`config.mk`:
```
export PLATFORM = sky130hd
export DESIGN_NAME = tt_um_jimktrains_vslc_sequencer
export DESIGN_NICKNAME = d
export VERILOG_FILES = /design/src/rtl/tt_um_jimktrains_vslc_sequencer.sv
export SDC_FILE = /design/constraint.sdc
export NUM_CORES = 1
export LEC_CHECK = 0
export CAP_MARGIN = 5
export CORE_ASPECT_RATIO = 0.8
export CORE_MARGIN = 5
export CORE_UTILIZATION = 41
export CTS_BUF_LIST = sky130_fd_sc_hd__clkbuf_4 sky130_fd_sc_hd__clkbuf_8
export DETAILED_ROUTE_END_ITERATION = 8
export PLACE_DENSITY = 0.62
export SLEW_MARGIN = 10
export SYNTH_ARGS = -nofsm -noshare
export SYNTH_HDL_FRONTEND = slang
export SYNTH_SLANG_ARGS = --single-unit
```
`constraint.sdc`:
```
create_clock -name clk -period 4.4 [get_ports clk]
set_input_delay 0.88 -clock clk [delete_from_list [all_inputs] [get_ports clk]]
set_output_delay 0.88 -clock clk [all_outputs]
set_load 0.005 [all_outputs]
```
`src/rtl/tt_um_jimktrains_vslc_sequencer.sv`:
```
// VSLC program store and PLC-style scan sequencer: byte loader, register-file program memory, scan replay.
// Optional single-step control is compiled in with `define VSLC_SEQ_STEP_EN.
module tt_um_jimktrains_vslc_sequencer #(
   parameter int PROG_DEPTH = 32,
   parameter int LW         = $clog2(PROG_DEPTH) + 1
) (
   input  logic          clk,
   input  logic          rst_n,
   input  logic          load_en,
   input  logic          load_valid,
   input  logic [7:0]    load_byte,
   output logic          load_ready,
   input  logic          run_en,
   input  logic [7:0]    ui_in,
`ifdef VSLC_SEQ_STEP_EN
   input  logic          step_mode,
   input  logic          step,
`endif
   output logic [7:0]    instr,
   output logic          instr_ready,
   output logic [7:0]    ui_in_scan,
   output logic [7:0]    ui_in_prev,
   output logic [LW-1:0] prog_len,
   output logic          overflow,
   output logic          scan_done,
   output logic          busy
);

   localparam int            AW      = $clog2(PROG_DEPTH);
   localparam logic [LW-1:0] DEPTH_L = LW'(PROG_DEPTH);
   localparam logic [7:0]    END_OP  = 8'hFF;

   typedef enum logic [1:0] {S_IDLE, S_LOAD, S_EXEC} state_t;

   state_t        state_q, state_d;
   logic [LW-1:0] wr_ptr_q, wr_ptr_d;
   logic [LW-1:0] prog_len_q, prog_len_d;
   logic [LW-1:0] pc_q, pc_d;
   logic [7:0]    instr_q, instr_d;
   logic          instr_ready_q, instr_ready_d;
   logic [7:0]    ui_in_scan_q, ui_in_scan_d;
   logic [7:0]    ui_in_prev_q, ui_in_prev_d;
   logic          overflow_q, overflow_d;
   logic          scan_done_q, scan_done_d;

   logic [7:0]    mem_q [PROG_DEPTH];
   logic          mem_we;
   logic [AW-1:0] mem_wa;
   logic [7:0]    mem_rd;
   logic          full;
   logic          scan_end;
   logic          advance;

   assign full     = (wr_ptr_q >= DEPTH_L);
   // pc only reaches PROG_DEPTH when it also equals prog_len, so the wrapped read is masked.
   assign mem_rd   = mem_q[pc_q[AW-1:0]];
   assign scan_end = (pc_q == prog_len_q) || (mem_rd == END_OP);

`ifdef VSLC_SEQ_STEP_EN
   assign advance  = !step_mode || step;
`else
   assign advance  = 1'b1;
`endif

   always_comb begin
      state_d       = state_q;
      wr_ptr_d      = wr_ptr_q;
      prog_len_d    = prog_len_q;
      pc_d          = pc_q;
      instr_d       = instr_q;
      instr_ready_d = 1'b0;
      ui_in_scan_d  = ui_in_scan_q;
      ui_in_prev_d  = ui_in_prev_q;
      overflow_d    = overflow_q;
      scan_done_d   = 1'b0;
      mem_we        = 1'b0;
      mem_wa        = wr_ptr_q[AW-1:0];

      if (load_en && state_q != S_LOAD) begin
         state_d    = S_LOAD;
         wr_ptr_d   = '0;
         prog_len_d = '0;
         overflow_d = 1'b0;
      end else begin
         case (state_q)
            S_LOAD: begin
               if (load_valid) begin
                  if (!full) begin
                     mem_we     = 1'b1;
                     wr_ptr_d   = wr_ptr_q + LW'(1);
                     prog_len_d = prog_len_q + LW'(1);
                  end else begin
                     overflow_d = 1'b1;
                  end
               end
               if (!load_en) state_d = S_IDLE;
            end
            S_IDLE: begin
               // Both images start equal so the first scan sees no edges.
               if (run_en && prog_len_q != '0) begin
                  state_d      = S_EXEC;
                  ui_in_scan_d = ui_in;
                  ui_in_prev_d = ui_in;
                  pc_d         = '0;
               end
            end
            S_EXEC: begin
               if (!run_en) begin
                  state_d = S_IDLE;
               end else if (advance) begin
                  if (scan_end) begin
                     ui_in_prev_d = ui_in_scan_q;
                     ui_in_scan_d = ui_in;
                     pc_d         = '0;
                     scan_done_d  = 1'b1;
                  end else begin
                     instr_d       = mem_rd;
                     instr_ready_d = 1'b1;
                     pc_d          = pc_q + LW'(1);
                  end
               end
            end
            default: state_d = S_IDLE;
         endcase
      end
   end

   always_ff @(posedge clk or negedge rst_n) begin
      if (!rst_n) begin
         state_q       <= S_IDLE;
         wr_ptr_q      <= '0;
         prog_len_q    <= '0;
         pc_q          <= '0;
         instr_q       <= '0;
         instr_ready_q <= 1'b0;
         ui_in_scan_q  <= '0;
         ui_in_prev_q  <= '0;
         overflow_q    <= 1'b0;
         scan_done_q   <= 1'b0;
      end else begin
         state_q       <= state_d;
         wr_ptr_q      <= wr_ptr_d;
         prog_len_q    <= prog_len_d;
         pc_q          <= pc_d;
         instr_q       <= instr_d;
         instr_ready_q <= instr_ready_d;
         ui_in_scan_q  <= ui_in_scan_d;
         ui_in_prev_q  <= ui_in_prev_d;
         overflow_q    <= overflow_d;
         scan_done_q   <= scan_done_d;
      end
   end

   // Program memory is left unreset; prog_len gates what is reachable.
   always_ff @(posedge clk) begin
      if (mem_we) mem_q[mem_wa] <= load_byte;
   end

   assign load_ready  = (state_q == S_LOAD) && !full;
   assign busy        = (state_q == S_EXEC);
   assign instr       = instr_q;
   assign instr_ready = instr_ready_q;
   assign ui_in_scan  = ui_in_scan_q;
   assign ui_in_prev  = ui_in_prev_q;
   assign prog_len    = prog_len_q;
   assign overflow    = overflow_q;
   assign scan_done   = scan_done_q;

endmodule

```
==> metrics.txt <==
routed len/inst=22.2 um; worst flop-to-flop path endpoint=ui_in_prev[0]; Post-CTS Repair Setup Buffers=0; post-route antenna net violation count=0; final critical path time including I/O delays and setup=3.42 ns; share of the synthesized area in compound gates (AO/OA/AOI/OAI)=5.37%; CTS root buf=sky130_fd_sc_hd__clkbuf_8; dominant cells by area after synthesis=sky130_fd_sc_hd__edfxtp_1 (62%), sky130_fd_sc_hd__dfrtp_1 (9.5%), sky130_fd_sc_hd__mux2i_1 (7.1%); Post-Synthesis Mean Instance Area=16.6 um^2; number of enable flip-flop cells after synthesis=256; Setup TNS Final=0 ns; fill cell total of the finished layout=2572; kind of end point of the critical path=register; clock share of power=34.1%; post-synthesis register bit count=303; unrepaired setup endpoints after global routing=false; pin slew with the least headroom to its limit=1.14 ns; Setup Skew=0.0250 ns; Critical Path Slowest Stage Cell=sky130_fd_sc_hd__dfrtp_1; portion of netlist area occupied by mux cells=13.2%; number of placed I/O pins=56; pin count of the biggest net entering global routing=37; switching share of power=25.5%; Final Net Count=874; total chip power=6.74 mW; reg2reg path depth=8; Die W=204 um; worst slew margin relative to its limit=23.8%; cell type contributing the most total cell area after synthesis=sky130_fd_sc_hd__edfxtp_1; First DRT Iteration DRCs=632; post-route cell area=14300 um^2; power per cell area=470 nW/um^2; Sequential cell area=8870 um^2; worst-path cell chain=nand3b_1, o221ai_1, a21oi_1, a22oi_1, nand4_1, nor2_4, o21ai_4, mux2_4; mean number of vias per cell=5.33; antenna cells=0; most repeated cell in the gate-level netlist after synthesis=sky130_fd_sc_hd__edfxtp_1; 1st-pass router iterations=5; fin crit share=77.8%; share of the synthesized area in the top cell type=62.1%; destination of the critical timing path=ui_in_prev[0]; Die Outline Area=33800 um^2; number of maximum-capacitance violations=0; data arrival at the endpoint of the critical path=3.85 ns; proportion of power drawn by flip-flops and latches=50.3%; maximum cell stage delay along the critical path=0.92 ns; total number of vias=6865; start-to-end type of the worst setup path=reg2reg; port buffer count=55; Top delay family on crit path=compound AO/OA/AOI/OAI gates; startpoint type of the worst setup path=register; post-CTS sizing=0; proportion of register bits with asynchronous set or reset after synthesis=15.5%; maximum clock frequency=0.292 GHz; cell depth of the worst setup path=8; Layout area overhead=16.0%; total area of multi-input combinational cells=3200 um^2; first-pass GRT wire length=42600 um; CP Launch Point=pc_q[2]; layout cells sized above 1=18.1%; arithmetic-cell share of the synthesized area counting full adders, half adders and majority gates=0.708%; slack of the worst reg-to-reg path=0.98 ns; Final Worst Setup Slack=0.978 ns; share of synthesized cell area in and, or, nand and nor gates=5.63%; drt total wl=28600 um; count of mapped cells out of synthesis=746; xor and xnor area share after synthesis=0.920%; clock-pin slew of the registers on the worst-case setup and hold paths=0.06 ns; effective utilization at floorplan=41.8%; post-synthesis sequential area ratio=71.6%; area of the mapped netlist=12400 um^2; Yosys Warn Count=0; type of the most critical hold path=in2async; Clock Tree Buf Depth=3; static power due to leakage=4.81 nW; drt drc=0; Psw=1.72 mW; worst flop-to-flop path startpoint=pc_q[2]; total core area=29600 um^2; vias in the first global route=6796; setup slack at placement=1.03 ns; combinational group share of total power=15.7%; number of antenna violations at the first check in global routing=2; net count after synthesis=774; largest family of logic cells by synthesized area=multiplexers; CTS buffer count=47; number of placement rows=56; number of slew-limit violations in the final report=0; total global-route track usage=16.9%; required time worst endpoint=4.83 ns; CTS Hold Bufs=0; number of unique standard cell types used by synthesis=48; Max VDD drop=0.236 mV; Detail Placement HPWL=18900 um; setup violation total in the final timing report=0; TritonCTS clock tree=built; RD Place Congestion=0.837; highest net fanout along the worst path=17; internal power consumption=5.02 mW; Buf+Inv Stages, Crit Path=0; flip-flop cell with the highest count after synthesis=sky130_fd_sc_hd__edfxtp_1; grt total ovfl=0; post-detailed-placement cell area=13400 um^2; total count of hold-check failures in the final report=0; clock latency at the later pin of the worst-skew pair=0.57 ns; Die H=165 um; CTS sink cnt=303; most common library cells after synthesis=sky130_fd_sc_hd__edfxtp_1 (256), sky130_fd_sc_hd__mux2i_1 (88), sky130_fd_sc_hd__nand2_1 (48), sky130_fd_sc_hd__nor2_1 (48), sky130_fd_sc_hd__dfrtp_1 (47); outcome=complete, no violations; number of levels in the clock H-tree=2
-- power by group through the flow --
stage	registers [mW]	clock network, mW	logic [mW]
3_3_place_gp	3.45	0	1.05
6_report	3.39	2.30	1.06
4_1_cts	3.39	2.34	1.06
2_1_floorplan	3.41	0	0.583
3_5_place_dp	3.45	0	1.06
5_1_grt	3.41	2.48	1.13
-- worst min-delay path by stage --
stage	cells past startpoint	start	end
2_1_floorplan	1	state_q[0]	state_q[1]
3_3_place_gp	1	ui_in_prev[7]	ui_in_prev[7]
3_5_place_dp	1	ui_in_prev[7]	ui_in_prev[7]
4_1_cts	1	rst_n	ui_in_prev[3]
5_1_grt	1	rst_n	ui_in_prev[3]
6_report	1	rst_n	ui_in_prev[3]
-- cell type report --
type                    instances  area share, %
well taps                     406           3.54
multi-input cells             394           22.3
inverters                       8          0.209
clock buffers                  60           5.45
flip-flops and latches        303           61.8
repair buffers                 92           5.76
clock inverters                25          0.907
-- cell usage in the layout, fill, tap and decap left out, types with 6 or more instances in the layout --
master                            synthesis  layout
sky130_fd_sc_hd__a211oi_1                 8       8
sky130_fd_sc_hd__a21oi_1                 18      18
sky130_fd_sc_hd__a221oi_1                 8       8
sky130_fd_sc_hd__a22oi_1                 20      20
sky130_fd_sc_hd__buf_4                    9      36
sky130_fd_sc_hd__clkbuf_4                 0       7
sky130_fd_sc_hd__clkbuf_8                 0      53
sky130_fd_sc_hd__clkdlybuf4s50_1          0      52
sky130_fd_sc_hd__clkinv_1                 0      18
sky130_fd_sc_hd__dfrtp_1                 47      45
sky130_fd_sc_hd__edfxtp_1               256     256
sky130_fd_sc_hd__ha_1                     7       7
sky130_fd_sc_hd__inv_1                    8       8
sky130_fd_sc_hd__mux2_2                  14      14
sky130_fd_sc_hd__mux2_4                  10      10
sky130_fd_sc_hd__mux2i_1                 88      88
sky130_fd_sc_hd__mux4_2                  20      20
sky130_fd_sc_hd__nand2_1                 48      48
sky130_fd_sc_hd__nand3_1                 10      10
sky130_fd_sc_hd__nand4_1                  6       6
sky130_fd_sc_hd__nor2_1                  48      48
sky130_fd_sc_hd__nor2b_1                 10      10
sky130_fd_sc_hd__o21ai_0                  6       6
sky130_fd_sc_hd__o221ai_1                 8       8
sky130_fd_sc_hd__o22ai_1                  9       9
sky130_fd_sc_hd__o31ai_1                  6       6
sky130_fd_sc_hd__xnor2_1                  6       6
sky130_fd_sc_hd__xor2_1                   7       7
-- flip-flops by register name, indices dropped and copies added, names as in the netlist --
register,flops
prog_len,6
pc_q,6
ui_in_prev,8
ui_in_scan,8
instr_ready,1
scan_done,1
instr,8
state_q,2
mem_q,256
wr_ptr_q,6
overflow,1
-- through the flow --
| step | std cells | hold WS (ns) | util (%) |
|---|---|---|---|
| floorplan | 746 | 0.500 | - |
| global placement | 1203 | 0.489 | 45.5 |
| detailed placement | 1203 | 0.495 | 45.5 |
| CTS | 1288 | 0.333 | 48.6 |
| global route | 1288 | 0.367 | 48.5 |
| finish | 1288 | 0.357 | 48.5 |
-- metal layers --
layer,share of wire [%],track usage [%],vias to the layer above
li1,-,-,3105
met1,47,25.2,3519
met2,45,24.8,186
met3,6.1,4.04,53
met4,2.1,5.05,2
met5,0.042,0,-
-- kinds of logic (layout without fill, tap and decap cells) --
kind of cell,after synthesis,after routing
flops,303,303
xor+xnor,13,13
simple gates,150,150
mux,132,132
compound gates,92,92
fa+ha+maj,7,7
buf+inv,49,185
Power figures use the tool's default switching activity.
